==> config.mk <==
export PLATFORM = sky130hd
export DESIGN_NAME = capture_readout_flat
export DESIGN_NICKNAME = d
export VERILOG_FILES = /design/src/rtl/capture_pkg.sv /design/src/rtl/capture_readout_if.sv /design/src/rtl/readout_fifo.sv /design/src/rtl/capture_readout.sv /design/src/flat_wrapper.sv
export SDC_FILE = /design/constraint.sdc
export NUM_CORES = 1
export LEC_CHECK = 0
export ABC_AREA = 1
export BUFFER_PORTS_ARGS = -buffer_cell sky130_fd_sc_hd__buf_2
export CORE_UTILIZATION = 47
export CTS_CLUSTER_DIAMETER = 80
export CTS_CLUSTER_SIZE = 28
export DETAILED_ROUTE_END_ITERATION = 8
export PLACE_DENSITY = 0.66
export SYNTH_ARGS = -nofsm -noshare
export SYNTH_HDL_FRONTEND = slang
export SYNTH_SLANG_ARGS = --single-unit
==> constraint.sdc <==
create_clock -name clk -period 5.1 [get_ports clk]
set_input_delay 1.53 -clock clk [delete_from_list [all_inputs] [get_ports clk]]
set_output_delay 1.53 -clock clk [all_outputs]
set_load 0.03 [all_outputs]
==> src/rtl/capture_pkg.sv <==
// capture_pkg: shared widths, readout states and header size for the capture readout path.
package capture_pkg;
   localparam int ADDR_W_DEF = 18;
   localparam int DATA_W_DEF = 8;
   localparam int CNT_W_DEF = ADDR_W_DEF + 1;
   localparam int HDR_BYTES = 3;
   typedef enum logic [1:0] {IDLE = 2'd0, HDR = 2'd1, READ = 2'd2, DRAIN = 2'd3} rd_state_e;
endpackage

==> src/rtl/capture_readout_if.sv <==
// capture_readout_if: BRAM read port plus outgoing byte stream of the capture readout.
interface capture_readout_if
   import capture_pkg::*;
#(
   parameter int ADDR_W = ADDR_W_DEF,
   parameter int DATA_W = DATA_W_DEF
);
   logic              bram_en;
   logic [ADDR_W-1:0] bram_addr;
   logic [DATA_W-1:0] bram_rddata;
   logic [DATA_W-1:0] m_data;
   logic              m_valid;
   logic              m_ready;
   modport master (output bram_en, bram_addr, m_data, m_valid, input bram_rddata, m_ready);
   modport slave (input bram_en, bram_addr, m_data, m_valid, output bram_rddata, m_ready);
endinterface

==> src/rtl/readout_fifo.sv <==
// readout_fifo: 2-entry FIFO with a registered head word, cleared by reset or flush.
module readout_fifo #(
   parameter int DATA_W = 8
) (
   input  logic              clk,
   input  logic              resetn,
   input  logic              flush,
   input  logic              wr,
   input  logic [DATA_W-1:0] din,
   input  logic              rd,
   output logic [DATA_W-1:0] head,
   output logic [1:0]        count
);
   logic [DATA_W-1:0] tail;
   always_ff @(posedge clk) begin
      if (!resetn || flush) begin
         head <= '0;
         tail <= '0;
         count <= '0;
      end else begin
         count <= count + 2'(wr) - 2'(rd);
         if (wr && (count == 2'd0 || (rd && count == 2'd1))) head <= din;
         else if (rd && count == 2'd2) head <= tail;
         if (wr && (count == 2'd2 || (!rd && count == 2'd1))) tail <= din;
      end
   end
endmodule

==> src/rtl/capture_readout.sv <==
// capture_readout: streams BRAM words start_addr..end_addr (inclusive, wrapping) as valid/ready beats.
// Define READOUT_HEADER_EN to prefix each readout with a 3-byte little-endian beat count.
module capture_readout
   import capture_pkg::*;
#(
   parameter int ADDR_W = ADDR_W_DEF,
   parameter int DATA_W = DATA_W_DEF
) (
   input  logic              clk,
   input  logic              resetn,
   input  logic              start,
   input  logic              abort,
   input  logic [ADDR_W-1:0] start_addr,
   input  logic [ADDR_W-1:0] end_addr,
   output logic              busy,
   output logic              done,
   capture_readout_if.master bus
);
   localparam int CW = ADDR_W + 1;
   localparam logic [1:0] S_IDLE = IDLE, S_READ = READ, S_DRAIN = DRAIN;
   logic [1:0] state, fifo_count;
   logic [ADDR_W-1:0] addr, diff;
   logic [CW-1:0] reads_rem, beats_in;
   logic [2:0] base, occ;
   logic [DATA_W-1:0] hdr_byte;
   logic en_d1, pop, issue, last, hdr_push, hdr_last;
   assign diff = end_addr - start_addr;
   assign beats_in = {1'b0, diff} + CW'(1);
   assign pop = bus.m_valid & bus.m_ready;
   // Occupancy the FIFO will reach once everything already committed lands; a new read needs room for one more.
   assign base = 3'(fifo_count) + 3'(en_d1) - 3'(pop);
   assign occ = base + 3'(hdr_push);
   assign issue = !abort && reads_rem != '0 && occ < 3'd2 && (state == S_READ || hdr_last);
   assign last = state == S_DRAIN && fifo_count == 2'd1 && pop && !en_d1;
   assign busy = state != S_IDLE;
   assign bus.bram_en = issue;
   assign bus.bram_addr = addr;
   assign bus.m_valid = fifo_count != 2'd0;
`ifdef READOUT_HEADER_EN
   localparam logic [1:0] S_HDR = HDR;
   localparam logic [1:0] S_FIRST = S_HDR;
   logic [1:0] hdr_idx;
   logic [CW-1:0] beats;
   // The first read overlaps the final header byte so samples follow without a bubble.
   assign hdr_push = state == S_HDR && base < 3'd2;
   assign hdr_last = hdr_push && hdr_idx == 2'(HDR_BYTES - 1);
   assign hdr_byte = DATA_W'(beats >> {hdr_idx, 3'b000});
   always_ff @(posedge clk) begin
      if (!resetn || abort) begin
         hdr_idx <= '0;
         beats <= '0;
      end else if (state == S_IDLE && start) begin
         hdr_idx <= '0;
         beats <= beats_in;
      end else if (hdr_push) hdr_idx <= hdr_idx + 2'd1;
   end
`else
   localparam logic [1:0] S_FIRST = S_READ;
   assign hdr_push = 1'b0;
   assign hdr_last = 1'b0;
   assign hdr_byte = '0;
`endif
   always_ff @(posedge clk) begin
      if (!resetn || abort) begin
         state <= S_IDLE;
         addr <= '0;
         reads_rem <= '0;
         en_d1 <= 1'b0;
         done <= 1'b0;
      end else begin
         en_d1 <= issue;
         done <= last;
         if (state == S_IDLE && start) begin
            state <= S_FIRST;
            addr <= start_addr;
            reads_rem <= beats_in;
         end else begin
            if (issue) begin
               addr <= addr + ADDR_W'(1);
               reads_rem <= reads_rem - CW'(1);
            end
            if (issue && reads_rem == CW'(1)) state <= S_DRAIN;
            else if (hdr_last) state <= S_READ;
            else if (last) state <= S_IDLE;
         end
      end
   end
   readout_fifo #(.DATA_W(DATA_W)) u_fifo (
      .clk(clk),
      .resetn(resetn),
      .flush(abort),
      .wr(en_d1 | hdr_push),
      .din(hdr_push ? hdr_byte : bus.bram_rddata),
      .rd(pop),
      .head(bus.m_data),
      .count(fifo_count)
   );
endmodule

==> src/flat_wrapper.sv <==
// flat-port wrapper written by rule: the top's interface ports become plain ports
module capture_readout_flat import capture_pkg::*;
#(
   parameter int ADDR_W = ADDR_W_DEF,
   parameter int DATA_W = DATA_W_DEF
)
  (clk, resetn, start, abort, start_addr, end_addr, busy, done, bus_bram_en, bus_bram_addr, bus_m_data, bus_m_valid, bus_bram_rddata, bus_m_ready);
  capture_readout_if #(.ADDR_W(ADDR_W), .DATA_W(DATA_W)) bus_i ();
  input  logic clk;
  input  logic resetn;
  input  logic start;
  input  logic abort;
  input  logic [ADDR_W-1:0] start_addr;
  input  logic [ADDR_W-1:0] end_addr;
  output logic busy;
  output logic done;
  output wire logic [$bits(bus_i.bram_en)-1:0] bus_bram_en;
  output wire logic [$bits(bus_i.bram_addr)-1:0] bus_bram_addr;
  output wire logic [$bits(bus_i.m_data)-1:0] bus_m_data;
  output wire logic [$bits(bus_i.m_valid)-1:0] bus_m_valid;
  input wire logic [$bits(bus_i.bram_rddata)-1:0] bus_bram_rddata;
  input wire logic [$bits(bus_i.m_ready)-1:0] bus_m_ready;
  assign bus_bram_en = bus_i.bram_en;
  assign bus_bram_addr = bus_i.bram_addr;
  assign bus_m_data = bus_i.m_data;
  assign bus_m_valid = bus_i.m_valid;
  assign bus_i.bram_rddata = bus_bram_rddata;
  assign bus_i.m_ready = bus_m_ready;
  capture_readout #(.ADDR_W(ADDR_W), .DATA_W(DATA_W)) u_core (.clk(clk), .resetn(resetn), .start(start), .abort(abort), .start_addr(start_addr), .end_addr(end_addr), .busy(busy), .done(done), .bus(bus_i));
endmodule
==> results.md <==
* CP Buf/Inv Count at 6
* Status: finished clean
* Min Hold Slack at 473.5 ps
* Netlist cell types at 46
* CP max stage delay at 440 ps
* Routed wire length at 13.17 mm
* CP max FO at 4
* Htree depth at 3
* Power per Cell Area at 243.6 nW/um^2
* Final Instance Area at 5573 um^2
* Rows at 36
* Most frequent cell after synthesis: nand2_1
* Leakage at 2.829 nW
* Ys async rst share at 0%
* Global route overflow at 0
* Drt first pass iters at 5
* CP arrival at 3430 ps
* Most frequent cells after synthesis: nand2_1, inv_1, nor2_1
* Fraction of layout cells with a size suffix above 1 at about 17%
* Ys flop type: dfxtp_1
* DR vias at 5,182
* Ranking of synthesized cells by area: dfxtp_1, nand2_1, inv_1
* Crit path time final at between 4000 and 5000 ps
* Startpoint Class: input pin
* Final GP Congestion at 0.8598
* Yosys reg bits at 59
* Syn_nets at 868
* Least-Margin Pin Slew at 956.5 ps
* Final worst slack at between 100 and 150 ps
* Final setup TNS at 0 ps
* Die width at 103.8 um
* Met3 Track Usage GR at 4.342%
* Root Driver: clkbuf_8
* Area of the die at approximately 11,000 um^2
* Fraction of the yosys area taken by sequential cells at 24.25%
* Met1 usage at 33.76%
* Worst hold path class: reg -> reg
* Leading area contributor after synthesis: dfxtp_1
* Crit path kind: in -> out
* Vias per inst at 5.146
* Crit. End Element: output port
* CTS tree: yes
* Syn Area/Cell at slightly above 6 um^2
* Mapped Area at 4870 um^2
* Core region area at 9910 um^2
* Yosys warnings at 0
* Number of synthesized flops with an enable pin at 0
* ANT cells at 0
* CP max-delay cell: fa_1
* CP dominant cell by count: inv_1
* RSZ-0062 raised after global routing: no
* Initial antenna violation count at 1
* First-pass GRT wire length at 23.03 mm
* Max Clock Freq at about 0.20 GHz
* Clock-pin slew on the worst setup and hold paths at 70 ps
* Detailed placement HPWL at 10.24 mm
* Fin. Hold Viols at 0
* Vias in the first global route at 4,908
* Global routing's busiest layer: met2
* Dpl ws at 136.0 ps
* Clk_lat worst skew at between 300 and 400 ps
* DRT iter0 DRCs at 261
* Largest net degree at the start of global routing at 35
* Die H at 103.8 um
* CP Cell Sequence: buf_2 > inv_1 > a21oi_1 > ha_1 > inv_1 > ha_1 > fa_1 > inv_1 > nand4_1 > nor2_1 > nand2_2 > inv_1 > buf_2
* Final period utilization at 97.17%
* Layout area overhead at 14.44%
* Clock skew at 7.298 ps
* Slew HR at 35.84%
* Post-CTS Setup Inserts at 0
* Top cell type's share of synthesized area at 24.25%
* # port buffers at 78
* Starting Density at 49.14%
* Gate Count Post-Synth at 794
* Grt met2 use at 44.92%
* Slew Limit Fails at 0
* Final setup vio count at 0
* Hold buffer count at cts at 0
* Placed inst area at 5371 um^2
* Gr usage total at 26.07%
* Clock sinks at 59
* CTS max path bufs at 2
* Residual DRC count at 0
* Max cap viols at 0
* Worst vdd ir at roughly 130 uV
* Post_cts resized at 0
* Required @ worst endpoint at 3570 ps
* DR WL/cell at 13.08 um
* Num CTS Buffers at 9
* I/O pins at 79
* Post-layout util at between 50% and 60%
* Fin nets at 944
* Crit-path leading delay family: adder cells
* Antenna Nets Post-Route at 0
worst paths after layout:
path	slack (ps)	endpoint	cells past startpoint	startpoint
worst min register to register	470	u_core.u_fifo.head[3]	2	u_core.u_fifo.head[3]
worst max register to register	1760	u_core.reads_rem[2]	16	u_core.u_fifo.count[1]
worst max-delay path	140	bus_bram_en	13	bus_m_ready
worst min-delay path	470	u_core.u_fifo.head[3]	2	u_core.u_fifo.head[3]
per-layer routing:
metal / share of wire [%] / vias up / routed length, um
met5: 0.091 / - / 12
met4: 1.3 / 2 / 174
met3: 4.9 / 15 / 647
met2: 47 / 130 / 6223
met1: 46 / 2350 / 6113
li1: - / 2685 / -
layout by cell type, fill, tap and decap left out, drive strengths merged, types with 21 or more instances in the layout:
cell	synthesis	routed
buf	7	82
nand3	50	50
inv	131	131
o21ai	32	32
nor2	81	81
dfxtp	59	59
nand2	250	250
a31oi	21	21
ha	23	23
a21oi	33	33
cell families (layout without fill, tap and decap cells):
family                     count (synthesis)  count (layout)  share of synthesized area, %
xor gates and xnor gates                  28              28                         5.036
adders and majority gates                 25              25                         6.732
AOI/OAI and AO/OA                        103             103                         12.46
buffers and inverters                    150             230                         12.02
DFF                                       59              59                         24.25
and+or+nand+nor                          429             429                         39.49
power by group:
group          leakage (nW)  switching (mW)  internal (mW)
registers             0.479          0.0171          0.476
logic                  2.25           0.278          0.144
clock network        0.0974           0.194          0.249
total                  2.83           0.490          0.868
area by class of cell:
cell class	instances	area, um^2
tap	133	166.4
inverter	133	500.5
sequential	59	1181
clock buffer	11	151.4
fill	1038	4337
clock inverter	4	50.05
multi-input combinational	585	3103
timing repair buffer	82	420.4
metrics by stage:
stage          instances  total power [mW]
6_report            1007             1.357
5_1_grt             1007             1.448
4_1_cts             1007             1.363
3_5_place_dp         992            0.9198
3_3_place_gp         992            0.9120
2_1_floorplan        794            0.8151
state kept, by name, indices dropped and copies added, names as in the netlist:
register,count
u_core.u_fifo.count,2
u_core.state,2
u_core.u_fifo.tail,8
u_core.u_fifo.head,8
u_core.done,1
u_core.bus.bram_addr,18
u_core.reads_rem,19
u_core.en_d1,1
worst min-delay path: stages, from the launching register on:
cell     delay (ps)
dfxtp_1         310
nand2_1          60
a31oi_1          60
Note: power is estimated with default switching activity, not from simulation.
